==> src/rtl/serial_tx_if.sv <==
// serial_tx_if: byte handshake between the packet send stage (master) and the
// UART transmitter (slave). DataNext is the transmitter's registered request
// for another byte; DataReady is a one-cycle strobe qualifying DataVal.
interface serial_tx_if;
   logic [7:0] DataVal;
   logic       DataReady;
   logic       DataNext;

   modport master (
      output DataVal,
      output DataReady,
      input  DataNext
   );

   modport slave (
      input  DataVal,
      input  DataReady,
      output DataNext
   );
endinterface

==> src/rtl/serial_tx.sv <==
// serial_tx: UART transmitter with a one-byte prefetch register.
// Bytes arrive over serial_tx_if, wait in the prefetch register and are
// shifted out LSB-first as start / 8 data / [parity] / stop frames on txd.
// A byte prefetched during the current frame is launched on the same edge
// that ends the last stop bit, so back-to-back frames carry no idle time.
// Optional feature: define UART_TX_PARITY_EN to add an even parity bit
// after data bit 7.
module serial_tx #(
   parameter int unsigned BAUD_DIV  = 16,  // clk cycles per bit time, 2..65535
   parameter int unsigned STOP_BITS = 1    // 1 or 2
) (
   input  logic       clk,
   input  logic       rst,
   input  logic       enable,
   serial_tx_if.slave up,
   output logic       txd,
   output logic       busy,
   output logic       frameDone
);

   typedef enum logic [2:0] {
      ST_IDLE,
      ST_START,
      ST_DATA,
`ifdef UART_TX_PARITY_EN
      ST_PAR,
`endif
      ST_STOP
   } state_t;

   localparam logic [15:0] DIV_LOAD  = 16'(BAUD_DIV - 1);
   localparam logic [2:0]  STOP_LAST = 3'(STOP_BITS - 1);

   state_t      state;
   state_t      state_d;
   logic [7:0]  hold;
   logic        hold_full;
   logic        data_next;
   logic [7:0]  shift;
   logic [7:0]  shift_d;
   logic [15:0] div_cnt;
   logic [15:0] div_d;
   logic [2:0]  bit_idx;
   logic [2:0]  bit_d;
   logic        txd_q;
   logic        txd_d;
   logic        done_q;
   logic        done_d;
   logic        unload;
   logic        capture;
   logic        boundary;
`ifdef UART_TX_PARITY_EN
   logic        parity_q;
`endif

   // A byte is only taken while the prefetch register is empty; a strobe
   // arriving while it is full is a protocol error and the byte is dropped.
   assign capture  = up.DataReady & ~hold_full;
   assign boundary = (div_cnt == 16'd0);

   // Prefetch register and the registered request toward upstream.
   always_ff @(posedge clk or negedge rst) begin
      if (!rst) begin
         // NOTE: hold data is cleared along with hold_full so no X can reach shift.
         hold      <= '0;
         hold_full <= 1'b0;
         data_next <= 1'b0;
      end else begin
         // NOTE: state registers use <= so every always_ff sees pre-edge values.
         data_next <= enable & ~hold_full & ~up.DataReady;
         if (capture) begin
            hold      <= up.DataVal;
            hold_full <= 1'b1;
         end else if (unload) begin
            hold_full <= 1'b0;
         end
      end
   end

   // Frame sequencer registers; txd and frameDone are registered copies of
   // the next-state decode so they change on the same edge as the state.
   always_ff @(posedge clk or negedge rst) begin
      if (!rst) begin
         state    <= ST_IDLE;
         shift    <= '0;
         div_cnt  <= '0;
         bit_idx  <= '0;
         txd_q    <= 1'b1;
         done_q   <= 1'b0;
`ifdef UART_TX_PARITY_EN
         parity_q <= 1'b0;
`endif
      end else begin
         state    <= state_d;
         shift    <= shift_d;
         div_cnt  <= div_d;
         bit_idx  <= bit_d;
         txd_q    <= txd_d;
         done_q   <= done_d;
`ifdef UART_TX_PARITY_EN
         if (unload) begin
            parity_q <= ^hold;
         end
`endif
      end
   end

   // Next-state, bit timer and serial line decode.
   always_comb begin
      // NOTE: every output gets a default first so no path infers a latch.
      state_d = state;
      shift_d = shift;
      div_d   = div_cnt;
      bit_d   = bit_idx;
      done_d  = 1'b0;
      unload  = 1'b0;
      txd_d   = 1'b1;

      if (state != ST_IDLE) begin
         div_d = boundary ? DIV_LOAD : div_cnt - 16'd1;
      end

      case (state)
         ST_IDLE: begin
            if (hold_full && enable) begin
               unload  = 1'b1;
               state_d = ST_START;
            end
         end
         ST_START: begin
            if (boundary) begin
               state_d = ST_DATA;
               bit_d   = 3'd0;
            end
         end
         ST_DATA: begin
            if (boundary) begin
               shift_d = {1'b0, shift[7:1]};
               if (bit_idx == 3'd7) begin
                  bit_d = 3'd0;
`ifdef UART_TX_PARITY_EN
                  state_d = ST_PAR;
`else
                  state_d = ST_STOP;
`endif
               end else begin
                  bit_d = bit_idx + 3'd1;
               end
            end
         end
`ifdef UART_TX_PARITY_EN
         ST_PAR: begin
            if (boundary) begin
               state_d = ST_STOP;
               bit_d   = 3'd0;
            end
         end
`endif
         ST_STOP: begin
            if (boundary) begin
               if (bit_idx == STOP_LAST) begin
                  done_d = 1'b1;
                  if (hold_full && enable) begin
                     unload  = 1'b1;
                     state_d = ST_START;
                  end else begin
                     state_d = ST_IDLE;
                     div_d   = '0;
                     bit_d   = 3'd0;
                  end
               end else begin
                  bit_d = bit_idx + 3'd1;
               end
            end
         end
         default: begin
            state_d = ST_IDLE;
            div_d   = '0;
            bit_d   = 3'd0;
         end
      endcase

      // Launching a frame reloads the shifter and restarts the bit timer.
      if (unload) begin
         shift_d = hold;
         div_d   = DIV_LOAD;
         bit_d   = 3'd0;
      end

      case (state_d)
         ST_START: txd_d = 1'b0;
         ST_DATA:  txd_d = shift_d[0];
`ifdef UART_TX_PARITY_EN
         ST_PAR:   txd_d = parity_q;
`endif
         default:  txd_d = 1'b1;
      endcase
   end

   assign up.DataNext = data_next;
   assign txd         = txd_q;
   assign frameDone   = done_q;
   assign busy        = (state != ST_IDLE) | hold_full;

endmodule

==> src/flat_wrapper.sv <==
// flat-port wrapper written by rule: the top's interface ports become plain ports
module serial_tx_flat 
#(
   parameter int unsigned BAUD_DIV  = 16,                                      
   parameter int unsigned STOP_BITS = 1             
)
  (clk, rst, enable, txd, busy, frameDone, up_DataVal, up_DataReady, up_DataNext);
  serial_tx_if up_i ();
  input  logic clk;
  input  logic rst;
  input  logic enable;
  output logic txd;
  output logic busy;
  output logic frameDone;
  input wire logic [$bits(up_i.DataVal)-1:0] up_DataVal;
  input wire logic [$bits(up_i.DataReady)-1:0] up_DataReady;
  output wire logic [$bits(up_i.DataNext)-1:0] up_DataNext;
  assign up_i.DataVal = up_DataVal;
  assign up_i.DataReady = up_DataReady;
  assign up_DataNext = up_i.DataNext;
  serial_tx #(.BAUD_DIV(BAUD_DIV), .STOP_BITS(STOP_BITS)) u_core (.clk(clk), .rst(rst), .enable(enable), .up(up_i), .txd(txd), .busy(busy), .frameDone(frameDone));
endmodule
==> config.mk <==
export PLATFORM = sky130hd
export DESIGN_NAME = serial_tx_flat
export DESIGN_NICKNAME = d
export VERILOG_FILES = /design/src/rtl/serial_tx_if.sv /design/src/rtl/serial_tx.sv /design/src/flat_wrapper.sv
export SDC_FILE = /design/constraint.sdc
export NUM_CORES = 1
export LEC_CHECK = 0
export ABC_CLOCK_PERIOD_IN_PS = 4250
export CAP_MARGIN = 20
export CELL_PAD_IN_SITES_DETAIL_PLACEMENT = 0
export CELL_PAD_IN_SITES_GLOBAL_PLACEMENT = 2
export CORE_MARGIN = 1
export CORE_UTILIZATION = 43
export CTS_BUF_LIST = sky130_fd_sc_hd__clkbuf_2 sky130_fd_sc_hd__clkbuf_4 sky130_fd_sc_hd__clkbuf_8
export DETAILED_ROUTE_END_ITERATION = 10
export GPL_TIMING_DRIVEN = 1
export PLACE_DENSITY_LB_ADDON = 0.1
export SKIP_LAST_GASP = 1
export SLEW_MARGIN = 20
export SYNTH_ARGS = -nofsm -noshare
export SYNTH_HDL_FRONTEND = slang
export SYNTH_SLANG_ARGS = --single-unit
==> constraint.sdc <==
create_clock -name clk -period 4.25 [get_ports clk]
set_input_delay 0.85 -clock clk [delete_from_list [all_inputs] [get_ports clk]]
set_output_delay 0.85 -clock clk [all_outputs]
set_load 0.01 [all_outputs]
==> reports/qor.txt <==
Final #Nets: 230
Status: completed
H-tree depth: 2
Gpl congestion: 0.891
Post-Place Cells: 273
Fin cells: 281
Worst Path Required: 3.40 ns
Hold path cells: 2
Clock buffer count from CTS: 5
Vias per inst: 5.22
Achievable Freq: 337 MHz
Largest family of logic cells by synthesized area: simple AND/OR/NAND/NOR gates
Pre-CTS setup slack: 1.58 ns
Max cap viols: 0
Pre-antenna DRT Iters: 5
Pleak: 1.05 nW
Vias in the first global route: 1450
Placed cell areas: 2320 um2
Mux share of post-synthesis cell area: 4.65%
PortBufs: 15
CTS max path bufs: 2
PD cells: 672 nW/um2
Slew headroom: 38.4%
Post-Syn Area: 2130 um2
Post-synth EDFFs: 0
Final TNS setup: 0 ns
Min Clock Period, post-route: 2.97 ns
Overflow after GRT: 0
Crit path DAT: 2.12 ns
Via count: 1467
Largest net degree at the start of global routing: 43
RSZ-0062 raised after global routing: false
Clock Skews: 0.00731 ns
Synth Area in Adders: 2.94%
Final slew viol count: 0
WL/cell: 14.5 um
WS Path Type: reg2out
Worst-path fanout max: 8
Area Overhead vs Synth: 13.4%
Final setup vio count: 0
Internal reg-to-reg setup slack: 1.82 ns
Core box area: 4750 um2
CP Capture Type: output port
Synthesized flop and latch total: 42
Avg Cell Area, Syn: 10.7 um2
Top_reg_cell synth: dfrtp_1
Die Wd: 72.3 um
Simple-gate portion of the synthesized area: 22.4%
Initial antenna violation count: 0
Die Span Y: 72.3 um
First-pass GRT wire length: 7.06 mm
Worst-path clk slew: 0.08 ns
# Post-CTS Setup Buffers: 0
Drt total wl: 4.06 mm
Maximum vdd drop: 342 uV
DRC viols: 0
Starting DRC count in detailed routing: 69
CTS Sinks: 42
Least-Margin Pin Slew: 0.924 ns
Clk root buf: clkbuf_8
Clk Latency, worst-skew pair: 0.29 ns
DIE AREA: 5230 um2
Seq/Total Area, Yosys: 49.5%
Syn nets: 215
Diodes inserted: 0
Reg2Reg Depth: 8
Hold crit path type: reg2reg
Final hold vios: 0
Yosys warns: 0
IO Pins: 16
Setup ws final: 1.28 ns
Initial Utilization: 44.7%
Layout cells sized above 1: 12.6%
DRT antenna net count: 0
Post-detail-place hpwl: 2.84 mm
Final instance area: 2410 um2
Site row count: 25
TritonCTS clock tree: yes
Post-synthesis compound-gate area fraction: 13.8%
Startpoint types: register
Period utilization: 69.8%
Fraction of registers with async set/reset: 100%
Hold WS: 0.477 ns
Xor/xnor share of the synthesized area: 3.71%
Synth Instances: 198
Post-synth cell types: 51
Post-CTS sizing: 0
GRT Total Usage: 17.8%
Post-cts hold buffer count: 0
[worst max-delay path, stage by stage (launching register included)]
cell and delay (ns):
dfrtp_1 0.48, nor3_1 0.75, nand2b_1 0.10, clkdlybuf4s50_1 0.50
[cells by family (layout without fill, tap and decap cells)]
logic type	count (synthesis)	after routing
compound gates	43	43
xor+xnor	9	9
fa+ha+maj	5	5
buf+inv	13	29
flops	42	42
mux	9	9
other cells	1	1
simple gates	76	76
[registers in the layout, summed over array words and instances (netlist names)]
signal / count
u_core.bit_idx: 3
u_core.div_cnt: 16
u_core.frameDone: 1
u_core.hold: 8
u_core.hold_full: 1
u_core.shift: 8
u_core.state: 3
u_core.txd: 1
u_core.up.DataNext: 1
[area by class of cell]
type                       instances  area, um2
clock buffer                       7       90.1
clock inverter                     1       5.00
fill                             443       2340
inverter                           6       22.5
multi-input combinational        143       1010
sequential                        42       1050
tap                               67       83.8
timing repair buffer              15        145
[per-stage QoR]
step / power [W] / util [%]
global route: 0.00176 / 50.7
CTS: 0.00164 / 50.7
finish: 0.00162 / 50.7
global placement: 0.00134 / 48.7
detailed placement: 0.00136 / 48.7
floorplan: 0.00121 / -
[report_power, final]
group	switching, W	internal, W	leakage [nW]	total, W
clock network	0.000129	0.000137	0.0517	0.000267
registers	0.000141	0.000545	0.539	0.000686
logic	0.000359	0.000309	0.462	0.000669
total	0.000629	0.000992	1.05	0.00162
[path summary, 6_finish.rpt]
path                                     to              start
max                                    busy    u_core.state[0]
min                         u_core.shift[7]     u_core.hold[7]
max reg2reg                 u_core.shift[5]  u_core.div_cnt[0]
min reg2reg                 u_core.shift[7]     u_core.hold[7]
max in group asynchronous   u_core.shift[3]                rst
min in group asynchronous  u_core.frameDone                rst
[synth_stat cells, types with 2 or more instances]
cell type  count  area [um2]
a21oi_1       11        55.1
nor2_1        23        86.3
a22o_1         6        52.6
a31oi_1        3        18.8
xor2_1         4        35.0
nor2b_1        2        12.5
and2_1         2        12.5
ha_1           5        62.6
mux2_2         7        78.8
nor4_4         2        42.5
o21ai_0        6        30.0
nand3_1        2        10.0
buf_2          4        20.0
a311oi_1       2        17.5
clkbuf_1       2        7.51
or3_1          6        37.5
nand4_1        2        12.5
nor3_2         2        20.0
xnor2_1        5        43.8
nand2b_1       4        25.0
nor3_1         8        40.0
a21o_1         6        45.0
inv_1          6        22.5
mux2i_1        2        20.0
dfrtp_1       41        1030
nand2_1       10        37.5
[routing by layer]
metal | routed length [um] | up-vias | global-route usage [%]
li1 | - | 737 | -
met1 | 2120 | 701 | 25.6
met2 | 1770 | 25 | 26.2
met3 | 126 | 4 | 4.31
met4 | 51 | 0 | 6.75
met5 | 0 | - | 0
[cells in the final DEF (no fill, tap or decap), drive strengths merged, types with 2 or more instances in the layout]
cell type      instances
a21o                   6
a21oi                 12
a22o                   6
a311oi                 2
a31oi                  3
and2                   2
clkbuf                 7
clkdlybuf4s50         14
dfrtp                 41
ha                     5
inv                    6
mux2                   7
mux2i                  2
nand2                 10
nand2b                 4
nand3                  2
nand4                  3
nor2                  23
nor2b                  2
nor3                  11
nor4                   3
o21a                   2
o21ai                  6
or2                    2
or3                    6
xnor2                  5
xor2                   4
Note: power is estimated with default switching activity, not from simulation.
